**config.mk**
```make
export PLATFORM = sky130hd
export DESIGN_NAME = instr_fetch
export DESIGN_NICKNAME = d
export VERILOG_FILES = /design/src/rtl/gpp_pkg.sv /design/src/rtl/instr_fetch_pc_next.sv /design/src/rtl/instr_fetch.sv
export SDC_FILE = /design/constraint.sdc
export NUM_CORES = 1
export LEC_CHECK = 0
export ABC_AREA = 1
export CAP_MARGIN = 40
export CORE_MARGIN = 1.5
export CORE_UTILIZATION = 35
export CTS_CLUSTER_DIAMETER = 200
export DETAILED_ROUTE_END_ITERATION = 10
export HOLD_SLACK_MARGIN = 0.02
export PLACE_DENSITY = 0.64
export SLEW_MARGIN = 20
export SYNTH_ARGS = -nofsm -noshare
export SYNTH_HDL_FRONTEND = slang
export SYNTH_SLANG_ARGS = --single-unit
export TNS_END_PERCENT = 5
```
**constraint.sdc**
```tcl
create_clock -name clk -period 1.45 [get_ports clk]
set_input_delay 0.145 -clock clk [delete_from_list [all_inputs] [get_ports clk]]
set_output_delay 0.145 -clock clk [all_outputs]
set_load 0.01 [all_outputs]
```
**src/rtl/gpp_pkg.sv**
```systemverilog
// Shared definitions for the instruction fetch/issue path: opcode field layout,
// the halt opcode and the fetch FSM state encoding.
package gpp_pkg;

    localparam int OPCODE_W = 6;
    localparam int IMM_LSB  = 0;
    localparam logic [OPCODE_W-1:0] HALT_OP = 6'h3F;

    // Opcode occupies the top OPCODE_W bits; the immediate fills everything below it.
    function automatic int opcode_lsb(input int instr_w);
        return instr_w - OPCODE_W;
    endfunction

    typedef enum logic [1:0] {
        FETCH,
        ISSUE,
        HALTED
    } fetch_state_t;

endpackage

```
**src/rtl/instr_fetch_pc_next.sv**
```systemverilog
// Next-PC selection: sequential increment (wrapping at 2^ADDR_W) or branch target.
// A halting instruction always falls through, whatever the branch inputs say.
module pc_next #(
    parameter int ADDR_W = 10
) (
    input  logic [ADDR_W-1:0] pc,
    input  logic              branch_taken,
    input  logic [ADDR_W-1:0] branch_target,
    input  logic              is_halt,
    output logic [ADDR_W-1:0] next_pc
);

    assign next_pc = (branch_taken && !is_halt) ? branch_target : pc + ADDR_W'(1);

endmodule

```
**src/rtl/instr_fetch.sv**
```systemverilog
// Instruction fetch/issue unit: fetches a word over a req/valid handshake into IR,
// presents opcode/imm to the control unit until it acks, then advances or branches.
module instr_fetch
    import gpp_pkg::*;
#(
    parameter int                    ADDR_W   = 10,
    parameter int                    INSTR_W  = 16,
    parameter logic [ADDR_W-1:0]     RESET_PC = '0,
    parameter logic [OPCODE_W-1:0]   HALT_OP  = 6'h3F
) (
    input  logic                     clk,
    input  logic                     rst,
    output logic                     imem_req,
    output logic [ADDR_W-1:0]        imem_addr,
    input  logic [INSTR_W-1:0]       imem_rdata,
    input  logic                     imem_valid,
    output logic [OPCODE_W-1:0]      opcode,
    output logic [INSTR_W-OPCODE_W-1:0] imm,
    output logic                     ir_valid,
    input  logic                     cu_ack,
    input  logic                     branch_taken,
    input  logic [ADDR_W-1:0]        branch_target,
    output logic [ADDR_W-1:0]        pc,
    output logic                     halted,
    output logic [15:0]              retired
);

    localparam int OP_LSB = opcode_lsb(INSTR_W);

    fetch_state_t       state_q;
    logic [ADDR_W-1:0]  pc_q;
    logic [INSTR_W-1:0] ir_q;
    logic [15:0]        retired_q;
    logic [ADDR_W-1:0]  pc_nxt;
    logic               is_halt;

    assign opcode  = ir_q[INSTR_W-1 -: OPCODE_W];
    assign imm     = ir_q[OP_LSB-1:IMM_LSB];
    assign is_halt = (opcode == HALT_OP);

    pc_next #(
        .ADDR_W(ADDR_W)
    ) u_pc_next (
        .pc            (pc_q),
        .branch_taken  (branch_taken),
        .branch_target (branch_target),
        .is_halt       (is_halt),
        .next_pc       (pc_nxt)
    );

    // Stray imem_valid / cu_ack / branch_taken are only looked at in the state that expects them.
    always_ff @(posedge clk) begin
        if (rst) begin
            state_q   <= FETCH;
            pc_q      <= RESET_PC;
            ir_q      <= '0;
            retired_q <= '0;
        end else begin
            case (state_q)
                FETCH: begin
                    if (imem_valid) begin
                        ir_q    <= imem_rdata;
                        state_q <= ISSUE;
                    end
                end
                ISSUE: begin
                    if (cu_ack) begin
                        retired_q <= retired_q + 16'd1;
                        pc_q      <= pc_nxt;
                        state_q   <= is_halt ? HALTED : FETCH;
                    end
                end
                HALTED: begin
                    state_q <= HALTED;
                end
                default: begin
                    state_q <= FETCH;
                end
            endcase
        end
    end

    assign imem_req  = (state_q == FETCH);
    assign imem_addr = pc_q;
    assign ir_valid  = (state_q == ISSUE);
    assign halted    = (state_q == HALTED);
    assign pc        = pc_q;
    assign retired   = retired_q;

endmodule

```
; ---- Yosys cells after proc, flatten, opt, wreduce, memory -nomap -nowiden
; Cells that the tools add are included.
[totals]
wordCells = 22
input_bits = 31
register_bits = 44
output_inout_bits = 55
[classes]
n_reduce_logical = 6
addsub = 2
eq_ne = 5
mux = 5
[op_table]
columns = cell, n
row1 = "16-bit by 1-bit adder with 16-bit output, second input constant", 1
row2 = "10-bit by 1-bit adder with 10-bit output, second input constant", 1
row3 = 10-bit two-way mux, 1
row4 = "6-bit equality test, second input constant", 1
row5 = 2-bit two-way mux, 3
row6 = 2-bit case mux with 3 select lines, 1
row7 = 2-bit AND reduction, 3
row8 = "2-bit by 1-bit != test with 1-bit output, second input constant", 2
row9 = "2-bit by 1-bit equality test with 1-bit output, second input constant", 1
row10 = "2-bit equality test, second input constant", 1
row11 = 2-bit zero test, 1
row12 = 1-bit logical AND, 1
row13 = 1-bit zero test, 1

; ---- Logic depth before layout (Yosys ltp)
; Gate-level depths: netlist (run 1).
[depth]
word_depth = 4
mapped_depth = 9
depth_no_buf = 9

; ---- Hierarchy
; A second synthesis (run 1) with hierarchy kept.
[hier_totals]
cells_unflattened = 336
area_unflattened_um2 = 2237.1
[by_module_without_submodules]
columns = mod, cells_each, instances, area_per_inst_um2
row1 = instr_fetch, 272, 1, 1898.1
row2 = pc_next, 64, 1, 339.1

; ---- Worst setup path before layout (run 1)
; OpenSTA, ideal clock, no wires.
[synth_timing]
path_kind = register to register
from = register retired_q[1], in the netlist retired[1]
to = register retired_q[10], in the netlist retired[10]
stages_incl_launch_ff = 7
n_path_buf = 0
synth_period_minus_slack_ns = 1.372
arrival_time_ns = 1.253
required_ns = 1.331
path_slack_ns = 0.078
cell_sequence = dfxtp_1 -> ha_1 -> nand3_1 -> nor3_1 -> nand2_1 -> o21ai_0 -> a21oi_1
[synth_via]
elab_chain_cells = 1
[synth_rtl]
columns = element, line_no
row1 = start: declaration, instr_fetch.sv:33  ; logic [15:0] retired_q;
row2 = start signal: assignment, instr_fetch.sv:68  ; retired_q <= retired_q + 16'd1;
row3 = 16-bit by 1-bit adder with 16-bit output, instr_fetch.sv:68
; No other way between the ends.
; A chain may end at the register's enable or synchronous reset.

; ---- Worst setup path in the final report (run 1)
[layout_timing]
from = register pc_q[5], in the netlist imem_addr[5]
to = output pc[5]
[layout_rtl]
columns = element, line_no
row1 = start: declaration, instr_fetch.sv:31  ; logic [ADDR_W-1:0] pc_q;
row2 = start signal: assignment, instr_fetch.sv:69  ; pc_q <= pc_nxt;
row3 = end: declaration, instr_fetch.sv:23  ; output logic [ADDR_W-1:0] pc,
; No word-level cell between the ends.

==> results by group, run 1 <==
Run status
  • Status: complete, no violations

Drt
  • DRT Pass-1 Iters: 4
  • DRT Wirelength: 5690 um
  • Wire length per cell: 11.3 um
  • Residual DRC count: 0
  • Via density: 4.65
  • Final ANT Viol Nets: 0
  • Initial DRC Count: 136
  • Via Count: 2332

Worst setup path
  • CP Buf/Inv Count: 1
  • WP data arrival: 1280 ps
  • Critical Path RT: 1310 ps
  • Reg2Reg Depth: 8
  • RR Startpoint: retired[1]
  • Critical Path End Type: output port
  • Crit-path cells: clkdlybuf4s50_1
  • Critical setup path kind: reg -> out
  • Max incr delay on CP: 560 ps
  • R2R Setup Slk: 70 ps
  • Max FO, Critical Path: 9
  • Top Family by Delay on Critical Path: buffers and inverters
  • Startpoint Class: register
  • Slowest cell on the critical path: clkdlybuf4s50_1
  • Reg2reg end: retired[14]

Floorplan
  • Die Width: 82.8 um
  • I/O pin cnt: 86
  • Core ar.: 6030 sq um
  • Die height: 82.8 um
  • Std-Cell Rows: 28
  • Initial Util: 0.370
  • Die area: 6860 sq um

CTS
  • Sink Count: 44
  • Post-CTS Repair Setup Buffers: 0
  • CTS tree: done
  • Clock slew at reported path FFs: 90 ps
  • Clock Path Buffers: 2
  • Num CTS Buffers: 5
  • Worst-Skew Late Latency: 300 ps
  • CTS Root Cell: clkbuf_8
  • H-tree depth: 2

Power
  • Flop pwr share: 0.484
  • Max IR drop VDD: 0.483 mV
  • Switch Pwr: 0.660 mW
  • P_leak: 1.49 nW
  • Gate power share: 0.167
  • Cell Pwr Density: 797 nW/um^2
  • Clock share of power: 0.349
  • Cell internal pwr: 2.02 mW
  • Sw frac: 0.246

Yosys
  • Count of mapped cells out of synthesis: 333
  • Seq/Total Area, Yosys: 0.395
  • Asr flop ratio synth: 0
  • Syn_area_per_cell: 6.70 sq um
  • Yosys reg bits: 44
  • Synth Flop Type: dfxtp_1
  • Post-Syn Nets: 366
  • Unique masters post-synth: 27
  • Synthesis Warnings: 0
  • Mapped cell area: 2230 sq um
  • EDFF count, synth: 0

Timing
  • Least-Margin Pin Slew: 325 ps
  • Final Slew Violations: 0
  • Endpoints failing setup: 0
  • Relative slew slack: 0.782
  • RSZ-0062 raised after global routing: yes
  • Layout Skew: 7.14 ps
  • F_max: 703 MHz
  • Fin crit share: 0.981
  • Final hold viol count: 0
  • Final Critical Period: 1420 ps
  • Post-route setup slack: 28.2 ps

Global route
  • Pin count of the biggest net entering global routing: 17
  • Busiest grt layer: met2
  • Met3 Track Usage GR: 0.0557
  • Aggregate global-route resource usage: 0.169
  • First-pass GRT wire length: 9690 um
  • Antenna violations before repair: 0
  • Grt met1 use: 0.213
  • Remaining Overflow, GRT: 0
  • Met2 usage in global routing: 0.273
  • Vias in the first global route: 2098

Layout
  • Synthesis-to-finish area growth: 50.9%
  • Antenna Diode Count: 0
  • Most frequent cells in the layout: nand2_1 (72), clkdlybuf4s50_1 (72), nor2_1 (51)
  • Share of layout cells above drive strength 1: 0.127
  • Post-layout instance area: 3370 sq um
  • Finished Core Util: 0.559
  • Fillers: 572
  • Fin nets: 458

Hold path
  • Hold EP: ir_q[9]
  • Hold crit path type: in -> reg
  • Worst Hold Depth: 3
  • Hold Crit Start: imem_rdata[9]

Place
  • Post-DP HPWL: 4260 um
  • # port buffers: 85
  • DP Area: 3210 sq um
  • Gpl congestion: 0.820
  • Pre-CTS WS: -83.3 ps

Job
  • Max cap viols: 0
[sequential cells by signal, indices dropped and copies added, names as in the netlist]
signal	flops
imem_addr	10
retired	16
state_q	2
ir_q	16
[worst max-delay path by stage]
| stage | slack [ps] | end | from | cells past startpoint |
|---|---|---|---|---|
| floorplan | 80 | retired[10] | retired[1] | 6 |
| global placement | -40 | retired[13] | cu_ack | 8 |
| detailed placement | -80 | retired[13] | cu_ack | 8 |
| CTS | 4 | retired[6] | retired[6] | 1 |
| global route | -30 | retired[11] | retired[11] | 1 |
| finish | 30 | pc[5] | imem_addr[5] | 1 |
[metrics by stage]
step	setup TNS, ps	hold WS (ps)	power (mW)	cells
finish	0	459	2.68	501
global route	-102	467	2.82	501
CTS	0	447	2.72	501
detailed placement	-254	476	1.78	493
global placement	-74.3	462	1.78	493
floorplan	0	214	1.52	333
[cells in the mapped netlist, types with 2 or more instances]
library cell,number,area share
a21oi_1,22,0.049
buf_4,12,0.040
clkbuf_1,5,0.0084
dfxtp_1,44,0.39
ha_1,2,0.011
inv_1,40,0.067
nand2_1,73,0.12
nand2_2,3,0.0084
nand3_1,17,0.038
nand3b_1,6,0.020
nand4_1,4,0.011
nor2_1,54,0.091
nor2_2,3,0.0084
nor3_1,3,0.0067
o21ai_0,31,0.070
o21bai_1,3,0.010
[power groups by stage]
stage	clock [mW]	combinational, mW	sequential, mW
floorplan	0	0.173	1.35
global placement	0	0.456	1.32
detailed placement	0	0.456	1.32
CTS	0.971	0.452	1.30
global route	1.02	0.496	1.30
finish	0.937	0.448	1.30
[kinds of logic after synthesis]
kind of cell,Yosys count,synth area share
AND/OR/NAND/NOR,167,0.326
AO/OA/AOI/OAI,59,0.141
buffers and inverters,59,0.119
flip-flops,44,0.395
XOR/XNOR,2,0.00785
adder cells (fa/ha/maj),2,0.0112
[cell type report]
class / instances / area [sq um] / share of cell area
multi-input cells: 230 / 1100 / 0.328
repair buffers: 103 / 1010 / 0.300
clock inverters: 3 / 42.5 / 0.0126
well taps: 75 / 93.8 / 0.0279
clock buffers: 5 / 68.8 / 0.0204
flip-flops and latches: 44 / 895 / 0.266
inverters: 41 / 154 / 0.0457
[routing by layer]
metal  part of all wire  routed length [um]
met5                  0                   0
met4              0.015                  85
met3              0.080                 457
met2               0.46                2620
met1               0.44                2520
[what timing repair did]
action | in CTS | in global routing
setup endpoints to repair | 15 | 29
gates resized for setup | 12 | 20
hold buffers | 0 | 0
pin swaps | 0 | 3
No activity file was read; power rests on OpenSTA's default activity.
==> run 2: changes to the inputs <==
SLEW_MARGIN = unset   (was 20)
SYNTH_HIERARCHICAL = 1   (was unset)
==> results by group, run 2 <==
Floorplan
  • Die Width: 83.0 um (was 82.8 um)
  • Die height: 83.0 um (was 82.8 um)
  • Initial Util: 0.369 (was 0.370)
  • Std-Cell Rows: 28 (unchanged)
  • Die area: 6880 sq um (was 6860 sq um)
  • Core ar.: 6060 sq um (was 6030 sq um)
  • I/O pin cnt: 86 (unchanged)

Drt
  • Final ANT Viol Nets: 0 (unchanged)
  • Residual DRC count: 0 (unchanged)
  • Initial DRC Count: 88 (was 136)
  • DRT Wirelength: 5550 um (was 5690 um)
  • Via density: 4.66 (was 4.65)
  • Wire length per cell: 11.2 um (was 11.3 um)
  • DRT Pass-1 Iters: 4 (unchanged)
  • Via Count: 2316 (was 2332)

Yosys
  • Simple-Gate Fraction of Synth Area: 0.351 (was 0.326)
  • Yosys reg bits: 44 (unchanged)
  • Post-Syn Nets: 369 (was 366)
  • Cell with the most instances after synthesis: nand2_1 (unchanged)
  • Syn_area_per_cell: 6.66 sq um (was 6.70 sq um)
  • Main combinational cell family by area after synthesis: simple AND/OR/NAND/NOR gates (unchanged)
  • Mapped cell area: 2240 sq um (was 2230 sq um)
  • Adder-Cell Fraction of Synth Area: 0.0112 (about the same)
  • Unique masters post-synth: 29 (was 27)
  • Synthesis Warnings: 6 (was 0)
  • Synth cell count leaders: nand2_1 (89), nor2_1 (65), dfxtp_1 (44), inv_1 (27) (was nand2_1 (73), nor2_1 (54), dfxtp_1 (44), inv_1 (40), o21ai_0 (31))
  • Synth Flop Type: dfxtp_1 (unchanged)
  • Area contributors post-synth: dfxtp_1 (39%), nand2_1 (15%), nor2_1 (11%) (was dfxtp_1 (39%), nand2_1 (12%), nor2_1 (9.1%))
  • Synth Area in Compound Gates: 0.106 (was 0.141)
  • Asr flop ratio synth: 0 (unchanged)
  • Count of mapped cells out of synthesis: 336 (was 333)
  • Synth Area in XOR/XNOR: 0.0157 (was 0.00785)
  • Multiplexer share of the synthesized area: 0 (unchanged)
  • Seq/Total Area, Yosys: 0.394 (was 0.395)
  • Leading area contributor after synthesis: dfxtp_1 (unchanged)
  • EDFF count, synth: 0 (unchanged)
  • Post-synth top area share: 0.394 (was 0.395)

Global route
  • Pin count of the biggest net entering global routing: 27 (was 17)
  • Aggregate global-route resource usage: 0.157 (was 0.169)
  • Vias in the first global route: 1976 (was 2098)
  • Remaining Overflow, GRT: 0 (unchanged)
  • Antenna violations before repair: 0 (unchanged)
  • First-pass GRT wire length: 9070 um (was 9690 um)

Place
  • DP Area: 3150 sq um (was 3210 sq um)
  • Gpl congestion: 0.829 (was 0.820)
  • # port buffers: 85 (unchanged)
  • Post-DP HPWL: 4020 um (was 4260 um)

Worst setup path
  • Setup crit start: retired[9] (was imem_addr[5])
  • Critical Path RT: 1310 ps (about the same)
  • Slowest cell on the critical path: clkdlybuf4s50_1 (unchanged)
  • WP data arrival: 1260 ps (was 1280 ps)
  • Critical setup path kind: reg -> out (unchanged)
  • Critical Path End Type: output port (unchanged)
  • Max incr delay on CP: 560 ps (about the same)
  • Top Family by Delay on Critical Path: buffers and inverters (unchanged)
  • R2R Setup Slk: 140 ps (was 70 ps)
  • RR Startpoint: imem_addr[1] (was retired[1])
  • Startpoint Class: register (unchanged)
  • Max FO, Critical Path: 4 (was 9)
  • CP Buf/Inv Count: 1 (unchanged)
  • Crit-path cells: clkdlybuf4s50_1 (unchanged)

CTS
  • Num CTS Buffers: 5 (unchanged)
  • CTS Root Cell: clkbuf_8 (unchanged)
  • CTS Hold Bufs: 0 (unchanged)
  • Post-CTS Repair Setup Buffers: 0 (unchanged)
  • Clock Path Buffers: 2 (unchanged)
  • H-tree depth: 2 (unchanged)
  • Worst-Skew Late Latency: 300 ps (about the same)
  • Sink Count: 44 (unchanged)
  • CTS tree: done (unchanged)
  • Clock slew at reported path FFs: 90 ps (about the same)

Power
  • Cell Pwr Density: 904 nW/um^2 (was 797 nW/um^2)
  • Pwr Total: 3.04 mW (was 2.68 mW)
  • Max IR drop VDD: 0.551 mV (was 0.483 mV)
  • P_leak: 1.42 nW (was 1.49 nW)

Layout
  • Fillers: 589 (was 572)
  • Fin nets: 454 (was 458)
  • Antenna Diode Count: 0 (unchanged)
  • Share of layout cells above drive strength 1: 0.135 (was 0.127)
  • Finished Core Util: 0.554 (was 0.559)
  • Commonest non-fill, non-tap cell in the layout: nand2_1
  • Most frequent cells in the layout: nand2_1 (89), clkdlybuf4s50_1 (75), nor2_1 (63) (was nand2_1 (72), clkdlybuf4s50_1 (72), nor2_1 (51))
  • Synthesis-to-finish area growth: 50.1% (was 50.9%)
  • Post-layout instance area: 3360 sq um (was 3370 sq um)

Hold path
  • Hold Crit Start: imem_rdata[5] (was imem_rdata[9])
  • Hold crit path type: in -> reg (unchanged)

Run status
  • Status: complete, no violations (unchanged)

Timing
  • Relative slew slack: 0.819 (was 0.782)
  • Least-Margin Pin Slew: 271 ps (was 325 ps)
  • F_max: 713 MHz (was 703 MHz)
  • Final Slew Violations: 0 (unchanged)
  • Fin crit share: 0.967 (was 0.981)
  • Final Critical Period: 1400 ps (was 1420 ps)
  • Worst Hold Margin: 458 ps (was 459 ps)
  • Final hold viol count: 0 (unchanged)
  • Layout Skew: 3.02 ps (was 7.14 ps)
  • Endpoints failing setup: 0 (unchanged)

Job
  • Max cap viols: 0 (unchanged)
-- run 2: area by class of cell --
class                   instances  area, sq um  area share
clock buffers                   5         68.8      0.0205
inverters                      30          120      0.0358
repair buffers                100          982       0.292
flip-flops and latches         44          901       0.268
well taps                      75         93.8      0.0279
clock inverters                 3         90.1      0.0268
multi-input cells             240         1100       0.328
-- run 2: metrics by stage --
step / worst slack, ps / TNS (ps) / cells
floorplan: 103 / 0 / 336
global placement: -27.4 / -147 / 489
detailed placement: -73.3 / -629 / 489
CTS: -46.8 / -92.0 / 497
global route: -2.20 / -2.47 / 497
finish: 47.7 / 0 / 497
-- run 2: worst min-delay path: cells and delay by family --
kind / cells / cell delay (ps)
AO/OA/AOI/OAI: 1 / 150
buffers and inverters: 1 / 390
AND/OR/NAND/NOR: 1 / 40
-- run 2: worst paths after layout --
kind | end | cells after the start
max | retired[9] | 1
min | ir_q[5] | 3
max reg2reg | imem_addr[8] | 9
min reg2reg | retired[3] | 1
-- run 2: logic make-up (layout without fill, tap and decap cells) --
family | Yosys count | after routing
adders and majority gates | 2 | 2
AOI/OAI and AO/OA | 44 | 44
xor gates and xnor gates | 4 | 4
DFF | 44 | 44
buffers and inverters | 52 | 138
and+or+nand+nor | 190 | 190
-- run 2: power breakdown --
part | switching (mW) | leakage (nW) | internal, mW
logic | 0.191 | 0.979 | 0.243
registers | 0.0337 | 0.367 | 1.26
clock network | 0.448 | 0.0784 | 0.862
total | 0.673 | 1.42 | 2.36
-- run 2: timing repair --
action,in CTS,in global routing
hold endpoints to repair,0,0
setup endpoints to repair,26,23
gates resized for setup,15,17
pin swaps,0,1
-- run 2: metal layers --
metal,GRT usage,wire [um],vias to the layer above
met2,0.243,2510,72
met3,0.0507,381,7
li1,-,-,1214
met5,0,0,-
met4,0.0561,69,0
met1,0.206,2590,1023
==> RTL change 1, RTL diff (config.mk and constraints of run 1) <==
The parameter `INSTR_W` goes from 16 to 32.
--- a/src/rtl/instr_fetch.sv
+++ b/src/rtl/instr_fetch.sv
@@ -4,7 +4,7 @@
     import gpp_pkg::*;
 #(
     parameter int                    ADDR_W   = 10,
-    parameter int                    INSTR_W  = 16,
+    parameter int                    INSTR_W  = 32,
     parameter logic [ADDR_W-1:0]     RESET_PC = '0,
     parameter logic [OPCODE_W-1:0]   HALT_OP  = 6'h3F
 ) (
Interface: changed (resized imem_rdata and imm); port bits go from 86 to 118. The function was not compared with the original's and may differ.
==> RTL change 1 against run 1 <==
Design area grew 29%. Sequential cell count grew 16. Maximum frequency grew 1.3%. Power grew 48%. Non-clock buffer count grew 37. Register-to-register slack gained 0.05 ns. Clock skew grew 0.0049 ns. Setup slack gained 0.018 ns. Synthesized area grew 23%. Clock power grew 61%. Sequential power grew 38%. Routed wire length grew 29%. Largest cell class is now non-clock buffers.
==> RTL change 1: results (changes against run 1) <==
\begin{tabular}{lr}
\hline
Metric & Value \\
\hline
\multicolumn{2}{l}{\textbf{Global routing}} \\
\quad Via count of the first global-routing pass & 2,694 (+28\%) \\
\quad Aggregate global-route resource usage & 18.1\% (+1.2 points) \\
\quad Pin count of the biggest net entering global routing & 44 (+27) \\
\multicolumn{2}{l}{\textbf{Timing}} \\
\quad Worst-case clock skew & 0.0120 ns (+0.00489 ns) \\
\quad Normalized max-slew margin & 80.8\% (+2.6 points) \\
\multicolumn{2}{l}{\textbf{Finish}} \\
\quad Share of post-route cells with drive strength above 1 & 12.8\% (+0.086 points) \\
\quad Layout net count & 570 (+24\%) \\
\quad Count of clock-net buffers in the final layout & 11 (+6) \\
\quad Fraction of standard cell area in multi-input logic & 29.0\% (-3.8 points) \\
\quad Non-clk bufs & 140 (+36\%) \\
\quad Combined flip-flop and latch cell area & 1220 sq um (+37\%) \\
\quad Signal inverters & 40 (-2.4\%) \\
\multicolumn{2}{l}{\textbf{Clock tree}} \\
\quad Cts bufs inserted & 9 (+4) \\
\quad Sinks on the clock net & 60 (+36\%) \\
\multicolumn{2}{l}{\textbf{Setup path}} \\
\quad Timing startpoint of the critical path & imem\_addr[4]\$\_SDFFE\_PP0P\_ \\
\quad Crit Path Max Fanout & 5 (-4) \\
\quad R2R Setup Slk & 0.12 ns (+0.05 ns) \\
\quad Arrival time at the worst endpoint & 1.26 ns (-0.02 ns) \\
\multicolumn{2}{l}{\textbf{Synth}} \\
\quad Cell types occupying the most area after synthesis & sky130\_fd\_sc\_hd\_\_dfxtp\_1 44\%, sky130\_fd\_sc\_hd\_\_nor2\_1 12\%, sky130\_fd\_sc\_hd\_\_nand2\_1 9.5\% \\
\quad Adder and majority gate portion of the synthesized area & 0.909\% (-0.21 points) \\
\quad Synthesized area divided by synthesized cell count & 6.97 sq um (+4.1\%) \\
\quad Syn Nets & 444 (+21\%) \\
\quad Post-synthesis compound-gate area fraction & 12.8\% (-1.3 points) \\
\multicolumn{2}{l}{\textbf{Route}} \\
\quad Post-Route WL & 7340 microns (+29\%) \\
\quad Number of design-rule violations left by the first detailed-router iteration & 126 (-7.4\%) \\
\quad Detail-routed net length per standard cell & 11.7 microns (+3.1\%) \\
\multicolumn{2}{l}{\textbf{Hold path}} \\
\quad Hold\_sp & imem\_rdata[20] \\
\multicolumn{2}{l}{\textbf{Placed design}} \\
\quad Instance count after placement with tap cells included & 612 (+24\%) \\
\quad Post-Place Worst Slack & -0.0694 ns (+0.0139 ns) \\
\multicolumn{2}{l}{\textbf{Die}} \\
\quad Die Wd & 91.7 microns (+11\%) \\
\multicolumn{2}{l}{\textbf{Pwr}} \\
\quad Standby leakage power & 1.98 nW (+34\%) \\
\multicolumn{2}{l}{\textbf{Status}} \\
\quad Status & finished clean \\
\hline
\end{tabular}
==> RTL change 1: cell types whose count changed in the layout (fill, tap and decap cells not counted), moves of 3 or more <==
cell                                     run 1  this run
sky130_fd_sc_hd__clkbuf_8                    5        11
sky130_fd_sc_hd__o21ai_0                    30        39
sky130_fd_sc_hd__clkdlybuf4s50_1            72        98
sky130_fd_sc_hd__nand3_1                    17        24
sky130_fd_sc_hd__nand2_2                     3         0
sky130_fd_sc_hd__buf_4                      17        20
sky130_fd_sc_hd__dfxtp_2                    11        17
sky130_fd_sc_hd__nor2_1                     51        83
sky130_fd_sc_hd__dfxtp_1                    33        43
sky130_fd_sc_hd__dlygate4sd2_1               6         9
==> RTL change 1: power groups by stage <==
stage,logic [mW],registers [mW],clock network [mW]
2_1_floorplan,0.238,1.87,0
3_3_place_gp,0.667,1.83,0
3_5_place_dp,0.671,1.83,0
4_1_cts,0.669,1.80,1.56
5_1_grt,0.728,1.81,1.65
6_report,0.660,1.80,1.51
==> RTL change 1: how the worst max path moves through the flow <==
stage                          endpoint  depth (start not counted)  slack (ns)
6_report                   imem_addr[4]                          1        0.05
2_1_floorplan  retired[12]$_SDFFE_PP0P_                          8        0.08
3_5_place_dp   retired[13]$_SDFFE_PP0P_                          8       -0.07
5_1_grt        retired[12]$_SDFFE_PP0P_                          8      -0.002
4_1_cts                     retired[14]                          1       0.005
3_3_place_gp   retired[12]$_SDFFE_PP0P_                          8       -0.03
==> RTL change 1: timing repair <==
action / CTS / global route
setup endpoints to repair: 30 / 18
resized for setup: 23 / 17
pin swaps: 0 / 0
==> RTL change 1: layer usage <==
metal | part of all wire (%) | vias up
li1 | - | 1495
met1 | 43 | 1280
met2 | 46 | 102
met3 | 9.4 | 10
met4 | 1.3 | 0
met5 | 0 | -
==> RTL change 2, RTL diff (flow settings as in run 1) <==
Without the edit above. The 3 states of `fetch_state_t` get a one-hot encoding in 3 bits.
--- a/src/rtl/gpp_pkg.sv
+++ b/src/rtl/gpp_pkg.sv
@@ -11,10 +11,10 @@
         return instr_w - OPCODE_W;
     endfunction
 
-    typedef enum logic [1:0] {
-        FETCH,
-        ISSUE,
-        HALTED
+    typedef enum logic [2:0] {
+        FETCH  = 3'b001,
+        ISSUE  = 3'b010,
+        HALTED = 3'b100
     } fetch_state_t;
 
 endpackage
Function: no difference found for any inputs over 10 cycles, from zero or initial values and one cycle with rst high; not proved beyond that.
==> RTL change 2 against run 1 <==
Power down 5.9%. Maximum frequency grew 1.4%. Final cell count rose by 4.0%. Count of clock-buffer cells in the layout stayed put. Sequential cell count rose by 1. Synthesized cell count rose by 7.5%. Global-route usage rose by 0.30 points. Clock skew is 0.0041 ns lower. Die area is 7.0% higher. Worst hold slack improved by 0.00099 ns. Design area increased by 2.0%. Setup slack better by 0.019 ns. Routed wire length up 8.6%. Synthesized area is 7.2% higher.
==> RTL change 2: results (changes against run 1) <==
\begin{tabular}{lr}
\hline
Metric & Value \\
\hline
\multicolumn{2}{l}{\textbf{Synth}} \\
\quad Adder and majority gate portion of the synthesized area & 1.05\% (-0.076 points) \\
\quad Syn Nets & 391 (+6.8\%) \\
\quad Cell types occupying the most area after synthesis & sky130\_fd\_sc\_hd\_\_dfxtp\_1 38\%, sky130\_fd\_sc\_hd\_\_nand2\_1 14\%, sky130\_fd\_sc\_hd\_\_nor2\_1 9.4\% \\
\multicolumn{2}{l}{\textbf{Route}} \\
\quad Via/cell ratio & 4.79 (+2.8\%) \\
\quad Via count & 2,494 (+6.9\%) \\
\quad Post-Route WL & 6170 microns (+8.6\%) \\
\quad Number of design-rule violations left by the first detailed-router iteration & 75 (-45\%) \\
\multicolumn{2}{l}{\textbf{Global routing}} \\
\quad Via count of the first global-routing pass & 2,336 (+11\%) \\
\quad Wire length of the first global-routing pass & 10,400 microns (+7.4\%) \\
\quad Aggregate global-route resource usage & 17.2\% (+0.30 points) \\
\multicolumn{2}{l}{\textbf{Finish}} \\
\quad Multi-input combinational cell count & 252 (+9.6\%) \\
\quad Multi-input combinational cell area & 1220 sq um (+10\%) \\
\quad Layout net count & 478 (+4.4\%) \\
\quad Register fraction of the total cell area & 27.0\% (+0.38 points) \\
\quad Clock network area share & 2.15\% (-1.2 points) \\
\quad Number of filler instances in the final layout & 650 (+14\%) \\
\quad Buffer share of cell area & 28.4\% (-1.6 points) \\
\quad Share of post-route cells with drive strength above 1 & 14.4\% (+1.7 points) \\
\multicolumn{2}{l}{\textbf{Placed design}} \\
\quad Post-DP HPWL & 4590 microns (+7.7\%) \\
\quad Post-Place Worst Slack & -0.00828 ns (+0.0750 ns) \\
\multicolumn{2}{l}{\textbf{Timing}} \\
\quad Worst-case clock skew & 0.00299 ns (-0.00415 ns) \\
\quad Final setup margin & 0.0476 ns (+0.0195 ns) \\
\multicolumn{2}{l}{\textbf{Status}} \\
\quad Status & finished clean \\
\multicolumn{2}{l}{\textbf{Pwr}} \\
\quad Standby leakage power & 1.44 nW (-3.0\%) \\
\multicolumn{2}{l}{\textbf{Setup path}} \\
\quad Path depth of the worst reg2reg path & 9 (+1) \\
\multicolumn{2}{l}{\textbf{Clock tree}} \\
\quad Sinks on the clock net & 45 (+2.3\%) \\
\hline
\end{tabular}
RTL change 2: cell types whose count changed after synthesis, sizes merged, moves of 6 or more:
| cell | change |
|---|---|
| nand2 | +13 |
| nor2 | +7 |
| inv | -6 |
| nand3 | +6 |
| o21ai | -6 |
RTL change 2: cells by family after synthesis:
logic type | Yosys count
adder cells (fa/ha/maj) | 2
flip-flops | 45
buffers and inverters | 61
XOR/XNOR | 3
AND/OR/NAND/NOR | 196
AO/OA/AOI/OAI | 51
RTL change 2: path summary, 6_finish.rpt:
kind,from,end
worst max-delay path,retired[12]$_SDFFE_PP0P_,retired[12]
worst min-delay path,imem_rdata[13],ir_q[13]$_SDFFE_PP0P_
worst max register to register,retired[1]$_SDFFE_PP0P_,retired[12]$_SDFFE_PP0P_
worst min register to register,ir_q[3]$_SDFFE_PP0P_,ir_q[3]$_SDFFE_PP0P_
RTL change 2: what timing repair did:
action | CTS | global route
resized for setup | 22 | 20
endpoints found under the hold margin | 0 | 0
setup endpoints to repair | 23 | 25
pin swaps | 0 | 1
RTL change 2: metal layers:
metal / vias up / GRT usage [%] / part of all wire [%]
met2: 59 / 29.4 / 47
li1: 1300 / - / -
met3: 6 / 3.95 / 4.8
met4: 0 / 3.96 / 0.94
met5: - / 0 / 0
met1: 1129 / 22.1 / 47
RTL change 2: per-stage QoR:
step,hold WS [ns],utilization [%]
detailed placement,0.472,51.3
global route,0.458,53.2
global placement,0.467,51.3
floorplan,0.291,-
CTS,0.457,52.4
finish,0.460,53.2
RTL change 2: power by group:
part / switching [mW] / total [mW] / internal, mW
combinational: 0.214 / 0.460 / 0.246
clock: 0.415 / 0.733 / 0.318
sequential: 0.0394 / 1.33 / 1.29
total: 0.669 / 2.52 / 1.86
